<file path="src/rtl/quad_tune_encoder_if.sv">
// ---------------------------------------------------------------------------
// quad_tune_encoder_if
//
// Purpose:
//    Bundles the rotary-encoder pins and the frequency-change report that the
//    encoder front end hands to the MCU interrupt logic.
//
// Signals:
//    enc_a            encoder channel A, raw asynchronous pin
//    enc_b            encoder channel B, raw asynchronous pin
//    fq_change        signed 8-bit detent delta for the last report window
//    fq_change_valid  single-cycle strobe marking a new fq_change value
//
// Modports:
//    master  board / consumer side: drives the pins, receives the report
//    slave   the encoder block: samples the pins, drives the report
// ---------------------------------------------------------------------------
interface quad_tune_encoder_if;

   logic       enc_a;
   logic       enc_b;
   logic [7:0] fq_change;
   logic       fq_change_valid;

   modport master (
      output enc_a,
      output enc_b,
      input  fq_change,
      input  fq_change_valid
   );

   modport slave (
      input  enc_a,
      input  enc_b,
      output fq_change,
      output fq_change_valid
   );

endinterface

</file>
<file path="src/rtl/quad_tune_encoder.sv">
// ---------------------------------------------------------------------------
// quad_tune_encoder
//
// Purpose:
//    Front-panel tuning-control front end. Synchronizes and debounces the two
//    quadrature pins of a mechanical rotary encoder, decodes Gray-code
//    transitions into signed detents, accumulates detents over a fixed report
//    window and emits at most one saturated signed 8-bit delta per window.
//    This bounds the MCU frequency-change interrupt rate regardless of how
//    fast the encoder is spun.
//
// Ports:
//    aclk                       system clock, all state updates on its rising edge
//    reset                      synchronous, active-high reset
//    enc_if.enc_a / enc_b       raw encoder pins (asynchronous)
//    enc_if.fq_change           signed detent delta, held until the next strobe
//    enc_if.fq_change_valid     one-cycle strobe per non-empty report window
//
// Parameters:
//    DEBOUNCE_CYCLES    stable cycles needed before a pin change is accepted (>=1)
//    REPORT_CYCLES      report window length in aclk cycles (>=2)
//    COUNTS_PER_DETENT  valid Gray transitions per mechanical detent (1, 2, 4)
//    ACCEL_THRESHOLD    |detents| per window at which acceleration kicks in
//
// Optional build macro:
//    ENCODER_ACCEL_EN   when defined, windows with |accum| >= ACCEL_THRESHOLD
//                       report accum*4 saturated to +/-127; when undefined the
//                       accumulator is reported unchanged and no multiply
//                       logic exists.
// ---------------------------------------------------------------------------
module quad_tune_encoder #(
   parameter int DEBOUNCE_CYCLES   = 1000,
   parameter int REPORT_CYCLES     = 100000,
   parameter int COUNTS_PER_DETENT = 4,
   parameter int ACCEL_THRESHOLD   = 4
) (
   input  logic               aclk,
   input  logic               reset,
   quad_tune_encoder_if.slave enc_if
);

   typedef enum logic {
      ST_INIT,
      ST_RUN
   } state_t;

   // Counter widths. The debounce counter only ever holds 0..DEBOUNCE_CYCLES-1,
   // the INIT counter 0..DEBOUNCE_CYCLES+1 and the report timer 0..REPORT_CYCLES-1.
   localparam int DB_W   = (DEBOUNCE_CYCLES > 1) ? $clog2(DEBOUNCE_CYCLES) : 1;
   localparam int INIT_W = $clog2(DEBOUNCE_CYCLES + 2);
   localparam int TMR_W  = $clog2(REPORT_CYCLES);

   localparam logic [DB_W-1:0]   DB_LAST   = DB_W'(DEBOUNCE_CYCLES - 1);
   localparam logic [INIT_W-1:0] INIT_LAST = INIT_W'(DEBOUNCE_CYCLES + 1);
   localparam logic [TMR_W-1:0]  TMR_LAST  = TMR_W'(REPORT_CYCLES - 1);

   localparam logic signed [3:0] SUB_MAX = 4'(COUNTS_PER_DETENT);
   localparam logic signed [7:0] ACC_MAX = 8'sd127;
   localparam logic signed [7:0] ACC_MIN = -8'sd127;

   // Reject parameter values the datapath was not sized for.
   if (DEBOUNCE_CYCLES < 1 || REPORT_CYCLES < 2 ||
       !(COUNTS_PER_DETENT == 1 || COUNTS_PER_DETENT == 2 || COUNTS_PER_DETENT == 4) ||
       ACCEL_THRESHOLD < 1 || ACCEL_THRESHOLD > 127) begin : g_param_check
      $error("quad_tune_encoder: illegal parameter value");
   end

   // Pin pipeline; index 1 is channel A, index 0 is channel B so that the
   // debounced pair reads directly as {a,b}.
   logic [1:0]        pin_meta;
   logic [1:0]        pin_sync;
   logic [1:0]        pin_deb;
   logic [DB_W-1:0]   db_cnt [2];

   state_t            state_q;
   state_t            state_d;
   logic [INIT_W-1:0] init_cnt_q;
   logic [INIT_W-1:0] init_cnt_d;
   logic [1:0]        prev_ab_q;
   logic [1:0]        prev_ab_d;
   logic signed [3:0] sub_q;
   logic signed [3:0] sub_d;
   logic signed [7:0] accum_q;
   logic signed [7:0] accum_d;
   logic [TMR_W-1:0]  timer_q;
   logic [TMR_W-1:0]  timer_d;
   logic [7:0]        fq_change_q;
   logic [7:0]        fq_change_d;
   logic              valid_q;
   logic              valid_d;

   logic [1:0]        cur_ab;
   logic signed [3:0] gray_dir;
   logic signed [3:0] sub_sum;
   logic signed [3:0] sub_next;
   logic              step_up;
   logic              step_dn;
   logic signed [7:0] step_val;
   logic signed [7:0] accum_sat;
   logic signed [7:0] report_value;

   // Two-flop synchronizer per channel; the pins are asynchronous to aclk.
   always_ff @(posedge aclk) begin
      if (reset) begin
         pin_meta <= '0;
         pin_sync <= '0;
      end else begin
         pin_meta <= {enc_if.enc_a, enc_if.enc_b};
         pin_sync <= pin_meta;
      end
   end

   // Per-channel debounce: the counter only advances while the synchronized
   // pin disagrees with the accepted value, so any bounce back restarts the
   // wait. Accepting on the count of DEBOUNCE_CYCLES-1 makes the accepted
   // value follow the pin exactly 2+DEBOUNCE_CYCLES edges after it moves.
   always_ff @(posedge aclk) begin
      if (reset) begin
         pin_deb <= '0;
         for (int i = 0; i < 2; i++) begin
            db_cnt[i] <= '0;
         end
      end else begin
         for (int i = 0; i < 2; i++) begin
            if (pin_sync[i] == pin_deb[i]) begin
               db_cnt[i] <= '0;
            end else if (db_cnt[i] == DB_LAST) begin
               pin_deb[i] <= pin_sync[i];
               db_cnt[i]  <= '0;
            end else begin
               db_cnt[i] <= db_cnt[i] + DB_W'(1);
            end
         end
      end
   end

   assign cur_ab = pin_deb;

   // Gray decode of the debounced pair against the last seen pair. Clockwise
   // runs 00->01->11->10->00. No change and the illegal double-bit jump both
   // decode to zero, which leaves the sub-detent counter untouched.
   always_comb begin
      gray_dir = 4'sd0;
      case ({prev_ab_q, cur_ab})
         4'b00_01, 4'b01_11, 4'b11_10, 4'b10_00: gray_dir = 4'sd1;
         4'b00_10, 4'b10_11, 4'b11_01, 4'b01_00: gray_dir = -4'sd1;
         default:                                gray_dir = 4'sd0;
      endcase
   end

   // Sub-detent counter: a full detent in either direction emits one step and
   // returns to zero; a reversal part-way simply walks back toward zero.
   always_comb begin
      sub_sum  = sub_q + gray_dir;
      sub_next = sub_sum;
      step_up  = 1'b0;
      step_dn  = 1'b0;
      if (sub_sum == SUB_MAX) begin
         sub_next = 4'sd0;
         step_up  = 1'b1;
      end else if (sub_sum == -SUB_MAX) begin
         sub_next = 4'sd0;
         step_dn  = 1'b1;
      end
   end

   // Saturating accumulate. The range is kept symmetric at +/-127 so that a
   // reported value can always be negated by the MCU without overflow.
   always_comb begin
      step_val  = 8'sd0;
      accum_sat = accum_q;
      if (step_up) begin
         step_val = 8'sd1;
         if (accum_q != ACC_MAX) begin
            accum_sat = accum_q + 8'sd1;
         end
      end else if (step_dn) begin
         step_val = -8'sd1;
         if (accum_q != ACC_MIN) begin
            accum_sat = accum_q - 8'sd1;
         end
      end
   end

`ifdef ENCODER_ACCEL_EN
   logic signed [9:0] acc_wide;
   logic signed [9:0] acc_x4;
   logic signed [9:0] acc_mag;

   // Fast spins are scaled by four. Ten bits hold 127*4 = 508 without
   // overflow, so the clamp below sees the true product.
   always_comb begin
      acc_wide     = {{2{accum_q[7]}}, accum_q};
      acc_x4       = acc_wide <<< 2;
      acc_mag      = acc_wide[9] ? -acc_wide : acc_wide;
      report_value = accum_q;
      if (acc_mag >= signed'(10'(ACCEL_THRESHOLD))) begin
         if (acc_x4 > 10'sd127) begin
            report_value = ACC_MAX;
         end else if (acc_x4 < -10'sd127) begin
            report_value = ACC_MIN;
         end else begin
            report_value = acc_x4[7:0];
         end
      end
   end
`else
   assign report_value = accum_q;
`endif

   // Next-state logic. INIT gives the synchronizers and debouncers time to
   // settle on the encoder's resting position before it is adopted as prev_ab,
   // so an encoder parked mid-cycle at power-up is not counted as a move. In
   // RUN the terminal timer cycle publishes the window and reloads the
   // accumulator with this cycle's step, so a detent finishing exactly on the
   // boundary is carried into the next window instead of being lost.
   always_comb begin
      state_d     = state_q;
      init_cnt_d  = init_cnt_q;
      prev_ab_d   = prev_ab_q;
      sub_d       = sub_q;
      accum_d     = accum_q;
      timer_d     = timer_q;
      fq_change_d = fq_change_q;
      valid_d     = 1'b0;

      case (state_q)
         ST_INIT: begin
            if (init_cnt_q == INIT_LAST) begin
               state_d   = ST_RUN;
               prev_ab_d = cur_ab;
            end else begin
               init_cnt_d = init_cnt_q + INIT_W'(1);
            end
         end

         ST_RUN: begin
            prev_ab_d = cur_ab;
            sub_d     = sub_next;
            if (timer_q == TMR_LAST) begin
               timer_d = '0;
               accum_d = step_val;
               if (accum_q != 8'sd0) begin
                  fq_change_d = report_value;
                  valid_d     = 1'b1;
               end
            end else begin
               timer_d = timer_q + TMR_W'(1);
               accum_d = accum_sat;
            end
         end

         default: begin
            state_d = ST_INIT;
         end
      endcase
   end

   // State register for the FSM and all decode/report state.
   always_ff @(posedge aclk) begin
      if (reset) begin
         state_q     <= ST_INIT;
         init_cnt_q  <= '0;
         prev_ab_q   <= '0;
         sub_q       <= '0;
         accum_q     <= '0;
         timer_q     <= '0;
         fq_change_q <= '0;
         valid_q     <= 1'b0;
      end else begin
         state_q     <= state_d;
         init_cnt_q  <= init_cnt_d;
         prev_ab_q   <= prev_ab_d;
         sub_q       <= sub_d;
         accum_q     <= accum_d;
         timer_q     <= timer_d;
         fq_change_q <= fq_change_d;
         valid_q     <= valid_d;
      end
   end

   assign enc_if.fq_change       = fq_change_q;
   assign enc_if.fq_change_valid = valid_q;

endmodule

</file>
<file path="src/flat_wrapper.sv">
// flat-port wrapper written by rule: the top's interface ports become plain ports
module quad_tune_encoder_flat 
#(
   parameter int DEBOUNCE_CYCLES   = 1000,
   parameter int REPORT_CYCLES     = 100000,
   parameter int COUNTS_PER_DETENT = 4,
   parameter int ACCEL_THRESHOLD   = 4
)
  (aclk, reset, enc_if_enc_a, enc_if_enc_b, enc_if_fq_change, enc_if_fq_change_valid);
  quad_tune_encoder_if enc_if_i ();
  input  logic aclk;
  input  logic reset;
  input wire logic [$bits(enc_if_i.enc_a)-1:0] enc_if_enc_a;
  input wire logic [$bits(enc_if_i.enc_b)-1:0] enc_if_enc_b;
  output wire logic [$bits(enc_if_i.fq_change)-1:0] enc_if_fq_change;
  output wire logic [$bits(enc_if_i.fq_change_valid)-1:0] enc_if_fq_change_valid;
  assign enc_if_i.enc_a = enc_if_enc_a;
  assign enc_if_i.enc_b = enc_if_enc_b;
  assign enc_if_fq_change = enc_if_i.fq_change;
  assign enc_if_fq_change_valid = enc_if_i.fq_change_valid;
  quad_tune_encoder #(.DEBOUNCE_CYCLES(DEBOUNCE_CYCLES), .REPORT_CYCLES(REPORT_CYCLES), .COUNTS_PER_DETENT(COUNTS_PER_DETENT), .ACCEL_THRESHOLD(ACCEL_THRESHOLD)) u_core (.aclk(aclk), .reset(reset), .enc_if(enc_if_i));
endmodule
</file>
<file path="config.mk">
export PLATFORM = sky130hd
export DESIGN_NAME = quad_tune_encoder_flat
export DESIGN_NICKNAME = d
export VERILOG_FILES = /design/src/rtl/quad_tune_encoder_if.sv /design/src/rtl/quad_tune_encoder.sv /design/src/flat_wrapper.sv
export SDC_FILE = /design/constraint.sdc
export NUM_CORES = 1
export LEC_CHECK = 0
export BUFFER_PORTS_ARGS = -buffer_cell sky130_fd_sc_hd__buf_4
export CAP_MARGIN = 20
export CORE_MARGIN = 1.5
export CORE_UTILIZATION = 55
export DETAILED_ROUTE_END_ITERATION = 6
export PLACE_DENSITY_LB_ADDON = 0.05
export SYNTH_ARGS = -nofsm -noshare
export SYNTH_HDL_FRONTEND = slang
export SYNTH_SLANG_ARGS = --single-unit
</file>
<file path="constraint.sdc">
create_clock -name aclk -period 4.81 [get_ports aclk]
set_input_delay 0.962 -clock aclk [delete_from_list [all_inputs] [get_ports aclk]]
set_output_delay 0.962 -clock aclk [all_outputs]
set_load 0.02 [all_outputs]
</file>
==> impl_summary.log, run 1 <==
INFO  metric outcome = finished clean
INFO  metric cp-startpoint = u_core.cur_ab[1]
INFO  metric post_dp_hpwl = approximately 4800 um
INFO  metric crit_path_start_kind = register
INFO  metric cts_resized = 0
INFO  metric cellPowerDensity = 261.8 nW/um2
INFO  metric switching_power = 0.0002721 W
INFO  metric leak_pwr = 1.713 nW
INFO  metric rsz0062_at_grt = no
INFO  metric max-slew-margin-rel = a little under three fifths
INFO  metric drt_pre_antenna_iters = 4
INFO  metric boundary_pin_count = 13
INFO  metric clockPowerShare = ~38%
INFO  metric criticalPathCategory = register to register
INFO  metric arrival_time_of_the_worst_setup_path = 4.50 ns
INFO  metric holdCritPathClass = register to register
INFO  metric insertedDiodeCount = 0
INFO  metric timing.critical_path.required = about 5.1 ns
INFO  metric final_report_hold_violation_count = 0
INFO  metric post-route-util = a little over three fifths
INFO  metric drt_iter0_markers = between 100 and 150
INFO  metric postLayoutCellArea = about 4400 um2
INFO  metric final.period_utilization = 87.95%
INFO  metric grt_first_pass_wirelength = between 10,000 and 15,000 um
INFO  metric detailed_place.area = between 4000 and 5000 um2
INFO  metric fp.dieW = 88.31 um
INFO  metric initial_utilization = between 50% and 60%
INFO  metric synthArstFlopShare = 0%
INFO  metric setup_total_negative_slack = 0 ns
INFO  metric cts_root_buffer = sky130_fd_sc_hd__clkbuf_8
INFO  metric critical_register_to_register_path_startpoint = u_core.cur_ab[1]
INFO  metric syn-instance-count = 412
INFO  metric max_cap_viol_count = 0
INFO  metric timing.clock.skew = between 0.006 and 0.007 ns
INFO  metric clock_buffer_count_from_cts = 9
INFO  metric vias = 2,865
INFO  metric gpl.final_weighted_congestion = 0.8049
INFO  metric post_cts_hold_buffer_count = 0
INFO  metric cp-end-kind = register
INFO  metric cts.repair_timing.setup_buffer_count = 0
INFO  metric fp.dieArea = around 7800 um2
INFO  metric insertion_delay = between 0.3 and 0.4 ns
INFO  metric grt_max_degree = 44
INFO  metric antenna_found_initial = 0
INFO  metric cts.clk_slew.worst_paths = about 0.08 ns
INFO  metric yosys_warnings = 0
INFO  metric core.rowCount = 30
INFO  metric final_layout_size_suffix_gt1_share = slightly below 10%
INFO  metric floorplan.die.height = ~88 um
INFO  metric layout.nets = 465
INFO  metric postSynthAreaPerCell = 9.715 um2
INFO  metric detail_route.wl_per_cell = 12.56 um
INFO  metric synth.ff_latch_count = 77
INFO  metric mappedNetlistArea = approximately 4000 um2
INFO  metric route.final.wire_length = between 6000 and 7000 um
INFO  metric cts_sinks = 77
INFO  metric cts_htree_levels = 3
INFO  metric grt_overflow_total = 0
INFO  metric power_switching_share = between 20% and 30%
INFO  metric grt_pass1_vias = roughly 2,600
INFO  metric maxSlewViolCount = 0
INFO  metric share_seq_of_total_power = roughly 60%
INFO  metric count_of_fill_cells_added_during_filler_insertion = a little over 600
INFO  metric layout-area-overhead-vs-synth = 9.253%
INFO  metric worst_ir_drop_vdd = 174.8 uV
INFO  metric achievable-frequency = 236.4 MHz
INFO  metric power.share.combinational = under 10%
INFO  metric worstMarginPinSlew = between 0.6 and 0.7 ns
INFO  metric buffer_ports.inserted = 12
INFO  metric number_of_nets_with_antenna_violations_after_routing = 0
INFO  metric synth_sequential_area_ratio = between 40% and 50%
INFO  metric grtUsageTotal = between 10% and 20%
INFO  metric setup_violations = 0
INFO  metric hold_path.startpoint = u_core.pin_meta[1]
INFO  metric crit_fanout = 9
INFO  metric detail_route.drc_violations = 0
INFO  metric vias_per_cell = between 5 and 6
INFO  metric clock_tree.buffer_depth = 2
INFO  metric final-instance-count-excl-fill = around 540
INFO  metric place_inst = roughly 530
INFO  metric leading_register_cell_type_out_of_synthesis = sky130_fd_sc_hd__dfxtp_1
INFO  metric design.core.area = ~6900 um2
INFO  metric cts_tree = built
INFO  metric yosys.cell_types.count = 55
INFO  metric post_synth_edffs = 20
INFO  metric post-route-min-period = ~4.2 ns
INFO  metric cellInternalPower = 0.0008725 W
==> power by group through the flow <==
stage	combinational (W)	sequential (W)	clock [W]
final	0.0000306	0.000684	0.000430
after global routing	0.0000356	0.000686	0.000463
after CTS	0.0000304	0.000684	0.000441
after detailed placement	0.0000301	0.000700	0
after global placement	0.0000299	0.000699	0
after floorplan	0.0000254	0.000697	0
==> cell usage in the layout, fill, tap and decap left out, types with 2 or more instances in the layout <==
cell,Yosys,layout
sky130_fd_sc_hd__nand2b_1,2,2
sky130_fd_sc_hd__xnor2_1,21,21
sky130_fd_sc_hd__nand3_1,12,12
sky130_fd_sc_hd__and2_1,7,7
sky130_fd_sc_hd__and4_1,3,3
sky130_fd_sc_hd__nor3_1,5,5
sky130_fd_sc_hd__nor4_1,2,2
sky130_fd_sc_hd__a221oi_2,7,7
sky130_fd_sc_hd__inv_1,13,13
sky130_fd_sc_hd__dfxtp_1,57,57
sky130_fd_sc_hd__clkbuf_8,0,9
sky130_fd_sc_hd__ha_1,19,19
sky130_fd_sc_hd__nand3b_1,3,3
sky130_fd_sc_hd__mux2i_1,13,13
sky130_fd_sc_hd__conb_1,1,20
sky130_fd_sc_hd__o21ai_0,6,6
sky130_fd_sc_hd__a211oi_1,2,2
sky130_fd_sc_hd__o21bai_1,2,2
sky130_fd_sc_hd__or3_1,5,5
sky130_fd_sc_hd__or4_1,2,2
sky130_fd_sc_hd__and3_1,7,7
sky130_fd_sc_hd__edfxtp_1,20,20
sky130_fd_sc_hd__a21oi_1,14,14
sky130_fd_sc_hd__nand4_1,14,14
sky130_fd_sc_hd__fa_1,2,2
sky130_fd_sc_hd__nand2_1,31,31
sky130_fd_sc_hd__nor2_1,73,73
sky130_fd_sc_hd__or2_2,2,2
sky130_fd_sc_hd__nor2b_1,4,4
sky130_fd_sc_hd__buf_4,1,12
sky130_fd_sc_hd__xor2_1,25,25
sky130_fd_sc_hd__clkinv_2,0,3
sky130_fd_sc_hd__a21o_1,3,3
==> worst max-delay path, stage by stage, from the launching register on <==
cell                        delay, ns
sky130_fd_sc_hd__dfxtp_1         0.42
sky130_fd_sc_hd__inv_1           0.11
sky130_fd_sc_hd__ha_1            0.19
sky130_fd_sc_hd__mux4_2          0.57
sky130_fd_sc_hd__ha_1            0.31
sky130_fd_sc_hd__a21o_1          0.15
sky130_fd_sc_hd__a21oi_1         0.20
sky130_fd_sc_hd__xor3_1          0.26
sky130_fd_sc_hd__nand2_1         0.26
sky130_fd_sc_hd__ha_1            0.32
sky130_fd_sc_hd__or3_1           0.38
sky130_fd_sc_hd__or2_2           0.28
sky130_fd_sc_hd__o22ai_1         0.17
sky130_fd_sc_hd__o2111ai_1       0.12
sky130_fd_sc_hd__a21boi_0        0.17
sky130_fd_sc_hd__a221oi_2        0.23
==> worst paths after layout <==
kind | endpoint | slack, ns | cells past startpoint
worst max-delay path | u_core.accum_q[7] | 0.58 | 15
worst min-delay path | u_core.pin_sync[1] | 0.45 | 1
worst max register to register | u_core.accum_q[7] | 0.58 | 15
worst min register to register | u_core.pin_sync[1] | 0.45 | 1
==> routing by layer <==
layer / vias up / part of all wire [%] / track usage (%) / routed length [um]
met1: 1350 / 49 / 24.44 / 3328
met4: 0 / 1.5 / 8.097 / 105
met3: 8 / 2.8 / 5.504 / 189
li1: 1477 / - / - / -
met2: 30 / 47 / 31.16 / 3171
met5: - / 0 / 0 / 0
==> flip-flops by register name, indices dropped and copies added, names as in the netlist <==
register and cells:
u_core.cur_ab 2, u_core.sub_q 4, u_core.pin_meta 2, u_core.state_q 1, u_core.accum_q 8, u_core.prev_ab_q 2, u_core.init_cnt_q 10, u_core.timer_q 17
u_core.enc_if.fq_change_valid 1, u_core.pin_sync 2, u_core.enc_if.fq_change 8, u_core.db_cnt 20
==> cell type report <==
cell class	instances	area, um2	share of cell area, %
clock buffers	10	127.6	2.918
clock inverters	6	37.54	0.8584
inverters	13	48.80	1.116
multi-input cells	327	2207	50.47
flip-flops and latches	77	1742	39.83
well taps	96	120.1	2.747
repair buffers	12	90.09	2.060
==> Yosys cell counts, drive strengths merged (12+ instances only) <==
library cell   n  area (um2)
nor2          73       274.0
dfxtp         57        1141
nand2         32       122.6
xor2          25       219.0
xnor2         21       183.9
edfxtp        20       600.6
ha            19       237.7
a21oi         14       70.07
nand4         14       87.58
inv           13       48.80
mux2i         13       130.1
nand3         12       60.06
==> stage by stage <==
step	hold slack (ns)	worst slack, ns	total power [W]
6_report	0.4469	0.5795	0.001145
4_1_cts	0.4534	0.5794	0.001156
3_5_place_dp	0.4270	0.6034	0.0007296
3_3_place_gp	0.4244	0.7441	0.0007288
2_1_floorplan	0.4138	0.9586	0.0007222
5_1_grt	0.4666	0.2704	0.001184
==> logic make-up (layout without fill, tap and decap cells) <==
family / count (synthesis) / in the layout / synth area share (%)
xor+xnor: 48 / 48 / 11.25
mux: 14 / 14 / 3.814
fa+ha+maj: 21 / 21 / 6.940
flops: 77 / 77 / 43.51
other cells: 1 / 20 / 0.09369
compound gates: 45 / 45 / 9.191
buf+inv: 27 / 41 / 3.126
simple gates: 179 / 179 / 22.07
Note: power is estimated with default switching activity, not from simulation.
==> run 2: changes to the inputs <==
--- a/config.mk
+++ b/config.mk
@@ -11,6 +11,7 @@
 export CORE_UTILIZATION = 55
 export DETAILED_ROUTE_END_ITERATION = 6
 export PLACE_DENSITY_LB_ADDON = 0.05
+export RECOVER_POWER = 50
 export SYNTH_ARGS = -nofsm -noshare
 export SYNTH_HDL_FRONTEND = slang
 export SYNTH_SLANG_ARGS = --single-unit
==> run 2 against run 1 <==
Compared with the run above:
- the flow now finishes with violations (max-capacitance violations, max-slew violations)
- setup slack got worse by 0.063 ns
- routed wire length increased by 0.10%
- first-iteration DRC count increased by 8.6%
- global-route usage unchanged
- register-to-register slack got worse by 0.06 ns
==> impl_summary.log, run 2 (synthesis results as in run 1) <==
INFO  metric outcome = finished with violations
INFO  metric failing_checks = max-capacitance violations, max-slew violations
INFO  metric design_power_total = 0.001144 W (about the same)
INFO  metric min_delay_path_depth = 1 (unchanged)
INFO  metric setup_violations = 0 (unchanged)
INFO  metric final_layout_size_suffix_gt1_share = 7.191% (-2.5 points)
INFO  metric final-instance-count-excl-fill = 541 (unchanged)
INFO  metric clockPowerShare = 37.5% (about the same)
INFO  metric grt_max_degree = 44 (unchanged)
INFO  metric cellPowerDensity = 263.9 nW/um2 (+0.81%)
INFO  metric clock_tree.buffer_depth = 2 (unchanged)
INFO  metric grt_pass1_vias = 2,639 (unchanged)
INFO  metric drt_pre_antenna_iters = 4 (unchanged)
INFO  metric share_seq_of_total_power = 59.8% (about the same)
INFO  metric drt_iter0_markers = 114 (+8.6%)
INFO  metric criticalPathCategory = register to register
INFO  metric layout.cells.most_common = sky130_fd_sc_hd__nor2_1
INFO  metric cellInternalPower = 0.0008722 W (about the same)
INFO  metric leak_pwr = 1.670 nW (-2.5%)
INFO  metric r2r_slack = 0.52 ns (-0.06 ns)
INFO  metric post_cts_hold_buffer_count = 0 (unchanged)
INFO  metric layout-area-overhead-vs-synth = 8.315%
INFO  metric hold_path.startpoint = u_core.pin_meta[1]
INFO  metric r2r-end = u_core.accum_q[7]
INFO  metric final.period_utilization = 89.26% (+1.3 points)
INFO  metric insertedDiodeCount = 0 (unchanged)
INFO  metric cts_resized = 0 (unchanged)
INFO  metric grtUsageTotal = 19.34% (unchanged)
INFO  metric worst_ir_drop_vdd = 175.0 uV (+0.10%)
INFO  metric postLayoutCellArea = 4335 um2 (-0.86%)
INFO  metric post-place-ws = 0.6034 ns (unchanged)
INFO  metric cts.repair_timing.setup_buffer_count = 0 (unchanged)
INFO  metric vias = 2,864 (-0.035%)
INFO  metric setup_total_negative_slack = 0 ns (unchanged)
INFO  metric hold-path-endpoint = u_core.pin_sync[1]
INFO  metric timing.reg2reg.worst_path_depth = 15 (unchanged)
INFO  metric achievable-frequency = 232.9 MHz (-1.5%)
INFO  metric cts.clk_slew.worst_paths = 0.08 ns (about the same)
INFO  metric crit_fanout = 9 (unchanged)
INFO  metric timing.clock.skew = 0.006412 ns (+0.0002011 ns)
INFO  metric floorplan.die.height = 88.31 um (unchanged)
INFO  metric timing.critical_path.required = 4.94 ns (-0.14 ns)
INFO  metric max_cap_viol_count = 1 (+1)
INFO  metric cts_sinks = 77 (unchanged)
INFO  metric antenna_found_initial = 0 (unchanged)
INFO  metric top_register = u_core.db_cnt
INFO  metric max-slew-margin-rel = -33.87% (-89 points)
INFO  metric detail_route.wl_per_cell = 12.57 um (+0.10%)
INFO  metric cp-end-kind = register
INFO  metric worstMarginPinSlew = 2.008 ns (+1.343 ns)
INFO  metric design.core.area = 6907 um2 (unchanged)
INFO  metric rsz0062_at_grt = no
INFO  metric boundary_pin_count = 13 (unchanged)
INFO  metric final_cell_mix = sky130_fd_sc_hd__nor2_1 (73), sky130_fd_sc_hd__dfxtp_1 (57), sky130_fd_sc_hd__nand2_1 (31)
INFO  metric arrival_time_of_the_worst_setup_path = 4.42 ns (-0.08 ns)
INFO  metric insertion_delay = 0.35 ns (about the same)
INFO  metric layout.nets = 465 (unchanged)
INFO  metric switching_power = 0.0002718 W (-0.12%)
INFO  metric worst_path_setup_slack_after_routing = 0.5168 ns (-0.06279 ns)
INFO  metric initial_utilization = 57.95% (unchanged)
INFO  metric detail_route.drc_violations = 0 (unchanged)
INFO  metric layout_top_registers = u_core.db_cnt: 20 flops, u_core.timer_q: 17 flops, u_core.init_cnt_q: 10 flops
INFO  metric fp.dieW = 88.31 um (unchanged)
INFO  metric fp.dieArea = 7798 um2 (unchanged)
INFO  metric critical_register_to_register_path_startpoint = u_core.cur_ab[1]
INFO  metric power_switching_share = 23.76% (about the same)
INFO  metric cts_root_buffer = sky130_fd_sc_hd__clkbuf_8
INFO  metric detailed_place.area = 4208 um2 (unchanged)
INFO  metric grt_first_pass_wirelength = 11,750 um (unchanged)
INFO  metric place_inst = 525 (unchanged)
INFO  metric cts_htree_levels = 3 (unchanged)
INFO  metric power.share.combinational = 2.6% (about the same)
INFO  metric clock_buffer_count_from_cts = 9 (unchanged)
INFO  metric gpl.final_weighted_congestion = 0.8049 (unchanged)
INFO  metric vias_per_cell = 5.294 (about the same)
INFO  metric post-route-min-period = 4.293 ns (+0.06279 ns)
INFO  metric grt_overflow_total = 0 (unchanged)
INFO  metric largest_register_ffs = 20 (unchanged)
INFO  metric buffer_ports.inserted = 12 (unchanged)
INFO  metric cts_tree = built
INFO  metric final_report_hold_violation_count = 0 (unchanged)
INFO  metric maxSlewViolCount = 44 (+44)
INFO  metric post_dp_hpwl = 4776 um (unchanged)
INFO  metric core.rowCount = 30 (unchanged)
INFO  metric route.final.wire_length = 6801 um (+0.10%)
INFO  metric holdCritPathClass = register to register
INFO  metric number_of_nets_with_antenna_violations_after_routing = 0 (unchanged)
INFO  metric crit_path_start_kind = register
==> run 2: cell count changes in the layout (fill, tap and decap cells not counted) <==
| cell | change |
|---|---|
| sky130_fd_sc_hd__buf_4 | -10 |
| sky130_fd_sc_hd__clkbuf_1 | +10 |
| sky130_fd_sc_hd__or2_0 | +1 |
| sky130_fd_sc_hd__or2_2 | -1 |
==> run 2: worst max-delay path: stages, from the launching register on <==
cell and delay (ns):
sky130_fd_sc_hd__dfxtp_1 0.42, sky130_fd_sc_hd__inv_1 0.11, sky130_fd_sc_hd__ha_1 0.19, sky130_fd_sc_hd__mux4_2 0.57, sky130_fd_sc_hd__ha_1 0.31, sky130_fd_sc_hd__a21o_1 0.15
sky130_fd_sc_hd__a21oi_1 0.20, sky130_fd_sc_hd__xor3_1 0.31, sky130_fd_sc_hd__nand2_1 0.30, sky130_fd_sc_hd__ha_1 0.32, sky130_fd_sc_hd__a211oi_1 0.24, sky130_fd_sc_hd__o21bai_1 0.15
sky130_fd_sc_hd__o211a_1 0.26, sky130_fd_sc_hd__o2111ai_1 0.19, sky130_fd_sc_hd__a21boi_0 0.28, sky130_fd_sc_hd__a221oi_2 0.08
==> run 2: per-layer routing <==
| metal | track usage (%) | vias to the layer above | share of wire, % |
|---|---|---|---|
| met5 | 0 | - | 0 |
| met4 | 8.097 | 0 | 1.5 |
| met3 | 5.504 | 8 | 2.7 |
| met2 | 31.16 | 26 | 47 |
| met1 | 24.44 | 1354 | 49 |
| li1 | - | 1476 | - |
==> run 2: area by class of cell <==
cell class	instances	area (um2)
well taps	96	120.1
clock inverters	6	37.54
clock buffers	10	127.6
flip-flops and latches	77	1742
inverters	13	48.80
fillers	616	2571
repair buffers	12	52.55
multi-input cells	327	2207
==> run 2: how the worst max path moves through the flow <==
stage	start	to	slack, ns
2_1_floorplan	u_core.cur_ab[0]	u_core.accum_q[7]	0.96
4_1_cts	u_core.cur_ab[1]	u_core.accum_q[7]	0.58
3_5_place_dp	u_core.cur_ab[1]	u_core.accum_q[7]	0.60
6_report	u_core.cur_ab[1]	u_core.accum_q[7]	0.52
5_1_grt	u_core.cur_ab[1]	u_core.accum_q[7]	0.18
3_3_place_gp	u_core.cur_ab[0]	u_core.accum_q[7]	0.74
==> run 2: power groups by stage <==
stage / sequential, W / combinational [W] / clock (W)
after CTS: 0.000684 / 0.0000304 / 0.000441
after detailed placement: 0.000700 / 0.0000301 / 0
after floorplan: 0.000697 / 0.0000254 / 0
after global placement: 0.000699 / 0.0000299 / 0
final: 0.000684 / 0.0000302 / 0.000429
after global routing: 0.000686 / 0.0000352 / 0.000463
==> run 2: through the flow <==
step / hold slack, ns / utilization, %
4_1_cts: 0.4534 / 63.32
3_3_place_gp: 0.4244 / 60.92
6_report: 0.4470 / 62.77
2_1_floorplan: 0.4138 / -
3_5_place_dp: 0.4270 / 60.92
5_1_grt: 0.4666 / 62.77
